$ cat config.mk
export PLATFORM = sky130hd
export DESIGN_NAME = wave_sweep_ctrl
export DESIGN_NICKNAME = d
export VERILOG_FILES = /design/src/rtl/wave_sweep_ctrl.sv
export SDC_FILE = /design/constraint.sdc
export NUM_CORES = 1
export LEC_CHECK = 0
export ABC_AREA = 1
export BUFFER_PORTS_ARGS = -buffer_cell sky130_fd_sc_hd__buf_4
export CORE_UTILIZATION = 33
export CTS_CLUSTER_SIZE = 14
export DETAILED_ROUTE_END_ITERATION = 7
export RECOVER_POWER = 100
export SETUP_SLACK_MARGIN = 0.5
export SLEW_MARGIN = 5
export SYNTH_ARGS = -nofsm -noshare
export SYNTH_HDL_FRONTEND = slang
export SYNTH_SLANG_ARGS = --single-unit
$ cat constraint.sdc
create_clock -name clk -period 2.85 [get_ports clk]
set_clock_uncertainty 0.15 [all_clocks]
set_input_delay 0 -clock clk [delete_from_list [all_inputs] [get_ports clk]]
set_output_delay 0 -clock clk [all_outputs]
set_load 0.02 [all_outputs]
$ cat src/rtl/wave_sweep_ctrl.sv
// wave_sweep_ctrl: sequencer that time-shares one combinational wave_unit
// across a 1-D array of N_CELLS cells stored as {u, du} words in an
// external single-port RAM with one-cycle read latency.
// A sliding window of registers holds the old neighbour values, so every
// cell in a sweep is computed from pre-update data.
// Optional feature macro: WAVE_SWEEP_ABORT_EN adds the abort/aborted ports.
module wave_sweep_ctrl #(
    parameter int N_CELLS = 64,
    parameter int AW      = 6,
    parameter int DW      = 16,
    parameter int SW      = 16
) (
    input  logic          clk,
    input  logic          rst_n,
    input  logic          start,
    input  logic [SW-1:0] n_steps,
`ifdef WAVE_SWEEP_ABORT_EN
    input  logic          abort,
    output logic          aborted,
`endif
    output logic          busy,
    output logic          done,
    output logic [SW-1:0] step_count,
    output logic [AW-1:0] mem_addr,
    output logic          mem_rd_en,
    output logic          mem_wr_en,
    output logic [DW-1:0] mem_wdata_u,
    output logic [DW-1:0] mem_wdata_du,
    input  logic [DW-1:0] mem_rdata_u,
    input  logic [DW-1:0] mem_rdata_du,
    output logic [DW-1:0] wu_u,
    output logic [DW-1:0] wu_du,
    output logic [DW-1:0] wu_uL,
    output logic [DW-1:0] wu_uR,
    input  logic [DW-1:0] wu_u_new,
    input  logic [DW-1:0] wu_du_new
);

    localparam logic [2:0] S_IDLE      = 3'd0;
    localparam logic [2:0] S_PRIME_RD  = 3'd1;
    localparam logic [2:0] S_PRIME_CAP = 3'd2;
    localparam logic [2:0] S_RD        = 3'd3;
    localparam logic [2:0] S_CAP       = 3'd4;
    localparam logic [2:0] S_WR        = 3'd5;
    localparam logic [2:0] S_DONE      = 3'd6;

    localparam logic [AW:0] LAST_IDX = (AW+1)'(N_CELLS - 1);

    logic [2:0]    state;
    logic [AW-1:0] idx;
    logic [SW-1:0] steps_total;
    logic [DW-1:0] w_l;
    logic [DW-1:0] w_u;
    logic [DW-1:0] w_du;
    logic [DW-1:0] w_r;
    logic [DW-1:0] w_rdu;
    logic          is_last;
    logic          abort_now;
    logic          sweep_final;

`ifdef WAVE_SWEEP_ABORT_EN
    logic abort_pend;
    // An abort seen in the current busy cycle takes effect at this very WR too
    assign abort_now = abort_pend | (busy & abort);
`else
    assign abort_now = 1'b0;
`endif

    assign is_last     = ({1'b0, idx} == LAST_IDX);
    assign sweep_final = ((step_count + SW'(1)) == steps_total);

    assign wu_u  = w_u;
    assign wu_du = w_du;
    assign wu_uL = w_l;
    assign wu_uR = w_r;

    // Main sequencer: state, cell index, step counter and neighbour window
    always_ff @(posedge clk) begin
        if (!rst_n) begin
            state       <= S_IDLE;
            idx         <= '0;
            steps_total <= '0;
            step_count  <= '0;
            w_l         <= '0;
            w_u         <= '0;
            w_du        <= '0;
            w_r         <= '0;
            w_rdu       <= '0;
`ifdef WAVE_SWEEP_ABORT_EN
            abort_pend  <= 1'b0;
            aborted     <= 1'b0;
`endif
        end else begin
`ifdef WAVE_SWEEP_ABORT_EN
            if (busy && abort) begin
                abort_pend <= 1'b1;
            end
`endif
            case (state)
                S_IDLE: begin
                    if (start) begin
                        step_count  <= '0;
                        steps_total <= n_steps;
`ifdef WAVE_SWEEP_ABORT_EN
                        abort_pend  <= 1'b0;
                        aborted     <= 1'b0;
`endif
                        if (n_steps != '0) begin
                            state <= S_PRIME_RD;
                        end else begin
                            state <= S_DONE;
                        end
                    end
                end
                S_PRIME_RD: begin
                    w_l   <= '0;
                    idx   <= '0;
                    state <= S_PRIME_CAP;
                end
                S_PRIME_CAP: begin
                    w_u   <= mem_rdata_u;
                    w_du  <= mem_rdata_du;
                    state <= S_RD;
                end
                S_RD: begin
                    state <= S_CAP;
                end
                S_CAP: begin
                    if (is_last) begin
                        w_r   <= '0;
                        w_rdu <= '0;
                    end else begin
                        w_r   <= mem_rdata_u;
                        w_rdu <= mem_rdata_du;
                    end
                    state <= S_WR;
                end
                S_WR: begin
                    w_l  <= w_u;
                    w_u  <= w_r;
                    w_du <= w_rdu;
                    if (!is_last) begin
                        idx   <= idx + AW'(1);
                        state <= abort_now ? S_DONE : S_RD;
                    end else begin
                        step_count <= step_count + SW'(1);
                        state      <= (abort_now || sweep_final) ? S_DONE : S_PRIME_RD;
                    end
`ifdef WAVE_SWEEP_ABORT_EN
                    if (abort_now) begin
                        aborted <= 1'b1;
                    end
`endif
                end
                S_DONE: begin
                    state <= S_IDLE;
                end
                default: begin
                    state <= S_IDLE;
                end
            endcase
        end
    end

    // RAM strobes, address and write data decoded from the current state
    always_comb begin
        busy         = 1'b0;
        done         = 1'b0;
        mem_addr     = '0;
        mem_rd_en    = 1'b0;
        mem_wr_en    = 1'b0;
        mem_wdata_u  = '0;
        mem_wdata_du = '0;
        case (state)
            S_PRIME_RD: begin
                busy      = 1'b1;
                mem_rd_en = 1'b1;
            end
            S_PRIME_CAP: begin
                busy = 1'b1;
            end
            S_RD: begin
                busy = 1'b1;
                if (is_last) begin
                    mem_addr = idx;
                end else begin
                    mem_addr  = idx + AW'(1);
                    mem_rd_en = 1'b1;
                end
            end
            S_CAP: begin
                busy = 1'b1;
            end
            S_WR: begin
                busy         = 1'b1;
                mem_addr     = idx;
                mem_wr_en    = 1'b1;
                mem_wdata_u  = wu_u_new;
                mem_wdata_du = wu_du_new;
            end
            S_DONE: begin
                done = 1'b1;
            end
            default: begin
                busy = 1'b0;
            end
        endcase
    end

endmodule

==> results.rst, run 1 <==
.. list-table::
   :header-rows: 1

   * - Metric
     - Value
   * - Outcome
     - finished clean
   * - Yosys synthesis warning count
     - 0
   * - Skew-Pair Late Insertion Delay
     - between 0.4 and 0.5 ns
   * - Reg2Reg Setup Slack
     - 0.46 ns
   * - Path type of the worst setup path
     - register to output pin
   * - GRT met3 Usage
     - under 10%
   * - Antenna violations before repair
     - 0
   * - Maximum vdd drop
     - 409 uV
   * - Relative slew margins
     - 43.4%
   * - Total Nets Final
     - 1219
   * - Core region area
     - 17400 um^2
   * - Number of hold-slack violations in the final timing report
     - 0
   * - Min Hold Slack
     - 0.177 ns
   * - Detailed-route wire length per cell
     - 14.7 um
   * - Area share of the largest cell type after synthesis
     - between 40 and 50%
   * - Post-Synthesis Mean Instance Area
     - slightly below 7 um^2
   * - Via count
     - 6636
   * - Routability Congestion
     - 0.851
   * - Most used DFF post-synth
     - dfxtp_1
   * - Count of flip-flops with a built-in enable after synthesis
     - 0
   * - Worst Setup Slack post-DPL
     - 0.620 ns
   * - Top Usage Layer GRT
     - met2
   * - DR vias/cell
     - 4.84
   * - Number of endpoints failing setup at the final stage
     - 0
   * - Total Power
     - 4.81 mW
   * - Type of destination of the critical path
     - output pin
   * - Number of pins with negative max-slew slack in the final report
     - 0
   * - Share of power burned in combinational logic
     - 14.4%
   * - GR Layer Usage met2
     - a little under two fifths
   * - Met1 routing resource usage after global routing
     - around a quarter
   * - Number of buffer cells added on primary ports
     - 204
   * - Synthesized flop and latch total
     - approximately 120
   * - Initial Utilization
     - 33.9%
   * - Wire length of the first global-routing pass
     - 31.9 mm
   * - Fraction of layout instances using a drive strength above 1
     - 14.2%
   * - Die X
     - 135 um
   * - Largest net degree at the start of global routing
     - 59
   * - Total Die Area
     - 18300 um^2
   * - LEAKAGE
     - 3.62 nW
   * - Die H
     - 135 um
   * - Period utilisation layout
     - a little under nine tenths
   * - Worst setup SP type
     - register
   * - Fin Setup TNS
     - 0 ns
   * - Buffer levels on the longest clock path
     - 2
   * - Crit path arrival time
     - 2.29 ns
   * - Total number of H-tree levels
     - 4
   * - Leading cell types by total area after synthesis
     - dfxtp_1 41%, nand2_1 13%, a21oi_1 10%
   * - Post-detailed-routing wire length
     - 20.2 mm
   * - Iter 0 DRT Violations
     - 341
   * - Final worst-path setup slack
     - 0.414 ns
   * - Drc violations
     - 0
   * - Area growth, synth to finish
     - 46.2%
   * - Post-synth cell types
     - 31
   * - DRT antenna net count
     - 0
   * - # clock sinks
     - 121
   * - Ant. Diodes
     - 0
   * - Pint
     - 3.48 mW
   * - Peak fanout along the critical path
     - 6
   * - Net count after synthesis
     - 957
   * - Actual slew at the worst max-slew pin
     - 0.848 ns
   * - Netlist area before placement
     - 5880 um^2
   * - Io pins
     - around 210
   * - Post-synthesis sequential area ratio
     - between 40 and 50%
   * - Sw Share
     - 27.6%
   * - Clock tree from TritonCTS
     - yes
   * - Cells after synthesis
     - approximately 870
   * - Router iterations before antenna repair
     - 5
   * - Post-detail-place hpwl
     - 13.5 mm
   * - Clock slew at reported path FFs
     - 0.06 ns
   * - Post-synth top cells
     - 204 x nand2_1, 121 x a21oi_1, 121 x dfxtp_1, 85 x o21ai_0, 83 x inv_1
   * - Overall track demand over capacity in global routing
     - 22.3%
   * - Via count of the first global-routing pass
     - 6350
   * - Cts bufs inserted
     - 17
   * - Unrepaired setup endpoints after global routing
     - yes
   * - Core Rows
     - 48
   * - Clock root buffer
     - clkbuf_16
   * - Final critical delay including setup and external delays
     - 2.44 ns
   * - Required arrival time at the worst endpoint
     - about 2.7 ns
   * - Net Sw Power
     - roughly 1.3 mW
   * - Remaining Overflow, GRT
     - 0
   * - Maximum clock frequency
     - 411 MHz
   * - Count leader, synth
     - nand2_1
   * - Library cell occupying the most area in the post-synthesis netlist
     - dfxtp_1
   * - Sequential cell fraction of total power
     - 37.6%
   * - Power per Cell Area
     - 561 nW/um^2
   * - Max capacitance violation total
     - 0
   * - Type of the tightest min-delay check
     - input pin to output pin
   * - Clk network pwr share
     - 48.0%
   * - Async set-or-reset flop fraction in the synthesized netlist
     - 0%
==> per-stage QoR <==
step,area (um^2),cells,utilization [%]
floorplan,5880,872,-
global placement,7600,1263,43.8
detailed placement,7600,1263,43.8
CTS,8950,1367,51.6
global route,8590,1372,49.5
finish,8590,1372,49.5
==> kinds of logic (layout without fill, tap and decap cells) <==
| group | after synthesis | after routing | synth area share, % |
|---|---|---|---|
| AND/OR/NAND/NOR | 358 | 358 | 25.4 |
| flip-flops | 121 | 121 | 41.2 |
| adder cells (fa/ha/maj) | 2 | 2 | 0.426 |
| XOR/XNOR | 5 | 5 | 0.980 |
| AO/OA/AOI/OAI | 250 | 250 | 23.1 |
| buffers and inverters | 136 | 411 | 8.82 |
==> power by group through the flow <==
| stage | clock network, mW | registers [mW] | logic, mW |
|---|---|---|---|
| 2_1_floorplan | 0 | 1.87 | 0.331 |
| 3_3_place_gp | 0 | 1.85 | 0.634 |
| 3_5_place_dp | 0 | 1.85 | 0.638 |
| 4_1_cts | 2.34 | 1.81 | 0.730 |
| 5_1_grt | 2.42 | 1.82 | 0.763 |
| 6_report | 2.31 | 1.81 | 0.693 |
==> registers in the layout, summed over array words and instances (netlist names) <==
name	count
state	3
wu_uR	16
steps_total	16
wu_u	16
step_count	16
idx	6
w_rdu	16
wu_uL	16
wu_du	16
==> critical path: stages, from the launching register on <==
cell and delay (ns):
dfxtp_1 0.37, ha_1 0.20, nand2_2 0.07, nor2_1 0.10
inv_1 0.08, nor2_1 0.10, inv_1 0.05, nor2_1 0.17
buf_6 0.16, clkbuf_1 0.15, a21oi_2 0.06, o22ai_2 0.09
clkbuf_1 0.26
==> area by class of cell <==
cell class / count / area [um^2]
inverters: 87 / 330
repair buffers: 291 / 1950
repair inverters: 1 / 7.51
flip-flops and latches: 121 / 2430
multi-input cells: 615 / 2970
well taps: 225 / 282
clock inverters: 14 / 186
fillers: 1840 / 8770
clock buffers: 18 / 439
==> layout by cell type (no fill, tap or decap), types with 5 or more instances in the layout <==
cell type      instances
clkbuf_1             116
buf_4                 98
clkbuf_16             17
inv_1                 84
nand3_1               46
dlygate4sd3_1         69
o21ai_0               85
o21bai_1              33
dfxtp_1              120
nand4_1                8
a21oi_1              119
nor2_2                 5
nand2_1              203
nor2_1                75
inv_6                  5
==> what timing repair did <==
item / CTS / global route
hold endpoints to repair: 83 / 0
setup buffers: 3 / 4
gates cloned: 0 / 1
pin swaps: 0 / 5
setup endpoints to repair: 1 / 35
hold buffers: 69 / 0
resized for setup: 1 / 26
==> path summary, 6_finish.rpt <==
check | start | end | cells past startpoint
setup / recovery | idx[1] | mem_addr[3] | 12
hold / removal | wu_u_new[11] | mem_wdata_u[11] | 4
setup reg to reg | step_count[0] | state[2] | 12
hold reg to reg | wu_uL[3] | wu_uL[3] | 2
==> metal layers <==
metal | up-vias | wire (um)
li1 | 3375 | -
met1 | 3028 | 8740
met2 | 207 | 9670
met3 | 26 | 1380
met4 | 0 | 365
met5 | - | 0
(Power assumes the default switching activity.)
==> run 2: changes to the inputs <==
==> constraint.sdc (replaced) <==
create_clock -name clk -period 2.85 [get_ports clk]
set_clock_uncertainty 0.15 [all_clocks]
set_input_delay 0.285 -clock clk [delete_from_list [all_inputs] [get_ports clk]]
set_output_delay 0.285 -clock clk [all_outputs]
set_load 0.02 [all_outputs]
==> run 2 against run 1 <==
  * Design area fell by 4.1%
  * Combinational power down 5.2%
  * Highest routed layer unchanged
  * Sequential share of layout area is 1.2 points higher
  * Critical path depth is the same
  * Non-clock buffer count down 31
  * Sequential cell count unchanged
==> results.rst, run 2 (same netlist as run 1, synthesis figures left out) <==
.. list-table::
   :header-rows: 1

   * - Metric
     - Value
   * - Cell class contributing the biggest share of worst-path delay
     - buffers and inverters
   * - Post-detailed-routing wire length
     - 19.6 mm
   * - Reg2reg start
     - step_count[0]
   * - Via count of the first global-routing pass
     - 6136
   * - Fraction of layout instances using a drive strength above 1
     - around 16%
   * - Ant. Diodes
     - 0
   * - Maximum clock frequency
     - 399 MHz
   * - Actual slew at the worst max-slew pin
     - 1.04 ns
   * - Power per Cell Area
     - 550 nW/um^2
   * - Die X
     - 135 um
   * - Clock slew at reported path FFs
     - 0.06 ns
   * - End point of the worst hold path
     - wu_uR[13]
   * - # clock sinks
     - around 120
   * - Critical path buffer and inverter count
     - 5
   * - WHS Path Cells
     - 3
   * - Routability Congestion
     - slightly above 0.8
   * - Final critical delay including setup and external delays
     - 2.51 ns
   * - Clock tree from TritonCTS
     - yes
   * - Number of cells traversed by the worst register-to-register path
     - 14
   * - Crit path arrival time
     - 2.07 ns
   * - Largest net degree at the start of global routing
     - 65
   * - DRT antenna net count
     - 0
   * - Remaining Overflow, GRT
     - 0
   * - Core Rows
     - 48
   * - Min Hold Slack
     - 0.0136 ns
   * - Detailed-route wire length per cell
     - 14.7 um
   * - Core region area
     - 17400 um^2
   * - Io pins
     - 205
   * - Maximum vdd drop
     - roughly 430 uV
   * - Clock root buffer
     - clkbuf_16
   * - Crit-path slowest cell
     - dfxtp_1
   * - Period utilisation layout
     - 88.0%
   * - Router iterations before antenna repair
     - 5
   * - Antenna violations before repair
     - 0
   * - Iter 0 DRT Violations
     - 364
   * - End of the worst register-to-register path
     - state[2]
   * - Area growth, synth to finish
     - 40.2%
   * - Reg2Reg Setup Slack
     - 0.34 ns
   * - Path type of the worst setup path
     - register to output pin
   * - Die H
     - 135 um
   * - Number of endpoints failing setup at the final stage
     - 0
   * - Peak fanout along the critical path
     - 6
   * - Number of hold-slack violations in the final timing report
     - 0
   * - Total Nets Final
     - about 1200
   * - LEAKAGE
     - 3.50 nW
   * - Worst setup SP type
     - register
   * - Required arrival time at the worst endpoint
     - 2.41 ns
   * - CP cell instances
     - ha_1 -> nand2_2 -> nor2_1 -> inv_1 -> nor2_1 -> inv_1 -> nor2_1 -> buf_6 -> buf_4 -> a21oi_2 -> o22ai_1 -> clkbuf_1
   * - Worst min-delay path startpoint
     - mem_rdata_u[13]
   * - Most common cell after layout, fill and taps aside
     - nand2_1
   * - Fin Setup TNS
     - 0 ns
   * - Type of the tightest min-delay check
     - input pin to register
   * - Most used cells in the layout excluding fill and tap cells
     - 201 x nand2_1, 120 x dfxtp_1, 119 x a21oi_1
   * - Type of destination of the critical path
     - output pin
   * - DR vias/cell
     - 4.90
   * - Outcome
     - finished clean
   * - Relative slew margins
     - 30.6%
   * - Number of buffer cells added on primary ports
     - 204
   * - Drc violations
     - 0
   * - Unrepaired setup endpoints after global routing
     - yes
   * - Wire length of the first global-routing pass
     - 30.5 mm
   * - Most common cell type on the critical path
     - nor2_1
   * - Total Die Area
     - between 15000 and 20000 um^2
   * - Cts bufs inserted
     - 17
   * - Largest stage delay on the critical path
     - about 0.33 ns
   * - Initial Utilization
     - around a third
   * - Buffer levels on the longest clock path
     - 2
   * - Post-detail-place hpwl
     - 13.4 mm
   * - Max capacitance violation total
     - 0
   * - Overall track demand over capacity in global routing
     - 21.5%
   * - Total number of H-tree levels
     - 4
   * - Skew-Pair Late Insertion Delay
     - 0.42 ns
   * - Number of pins with negative max-slew slack in the final report
     - 0
   * - Via count
     - approximately 6600
run 2: cell types whose count changed in the layout (fill, tap and decap cells not counted), moves of 3 or more:
cell           previous run  this run
dlygate4sd3_1            69        31
clkinvlp_4                4         7
buf_4                    98       107
inv_1                    84        81
inv_6                     5         2
run 2: worst max-delay path by stage:
stage                        from             to  slack, ns  cells after the start
finish                     idx[0]    mem_addr[3]       0.34                     12
global route               idx[0]  step_count[1]       0.14                     14
CTS                        idx[0]    mem_addr[0]       0.42                     12
detailed placement  step_count[0]       state[2]       0.57                     13
global placement    step_count[0]       state[2]       0.56                     13
floorplan                  idx[0]    mem_addr[0]       0.73                     11
run 2: worst reg2reg max path, stage by stage, from the launching register on:
cell and delay [ns]:
dfxtp_1 0.44, ha_1 0.25, nand2_2 0.10, nor2_1 0.31
buf_4 0.20, nand3b_1 0.10, nand2_1 0.10, nand2_1 0.07
nand2_1 0.06, nand2_1 0.06, nor2_1 0.09, nand3_1 0.10
nor2_2 0.17, nand3_1 0.11, a21oi_2 0.12
run 2: cell type report:
type | count | area (um^2)
Timing Repair Buffer | 260 | 1660
Sequential cell | 121 | 2420
Fill cell | 1871 | 9120
Clock inverter | 12 | 121
Multi-Input combinational cell | 615 | 2960
Inverter | 87 | 337
Clock buffer | 19 | 443
Tap cell | 225 | 282
Timing Repair inverter | 1 | 7.51
run 2: where the power goes:
| group | switching [mW] | internal, mW | leakage [nW] |
|---|---|---|---|
| clock | 0.835 | 1.23 | 0.262 |
| combinational | 0.391 | 0.266 | 2.25 |
| sequential | 0.0479 | 1.76 | 0.980 |
| total | 1.27 | 3.26 | 3.50 |
run 2: metrics by stage:
stage | utilization, % | std cells | worst slack, ns | power (mW) | area [um^2]
global placement | 43.9 | 1264 | 0.555 | 2.49 | 7610
global route | 47.5 | 1340 | 0.135 | 4.74 | 8240
finish | 47.5 | 1340 | 0.342 | 4.53 | 8240
detailed placement | 43.9 | 1264 | 0.569 | 2.49 | 7610
floorplan | - | 872 | 0.734 | 2.21 | 5880
CTS | 49.7 | 1335 | 0.422 | 4.60 | 8630
run 2: timing repair:
action	4_1_cts	5_1_grt
gates resized for setup	14	19
hold buffers	31	0
hold endpoints to repair	38	0
endpoints found under the setup margin	36	83
pin swaps	2	4
setup buffers	8	4
gates cloned	1	1
run 2: metal layers:
| layer | share of wire (%) | GRT usage, % | up-vias |
|---|---|---|---|
| li1 | - | - | 3316 |
| met3 | 7.2 | 6.43 | 24 |
| met5 | 0 | 0 | - |
| met4 | 2.0 | 7.93 | 0 |
| met1 | 43 | 24.9 | 3005 |
| met2 | 48 | 37.1 | 225 |
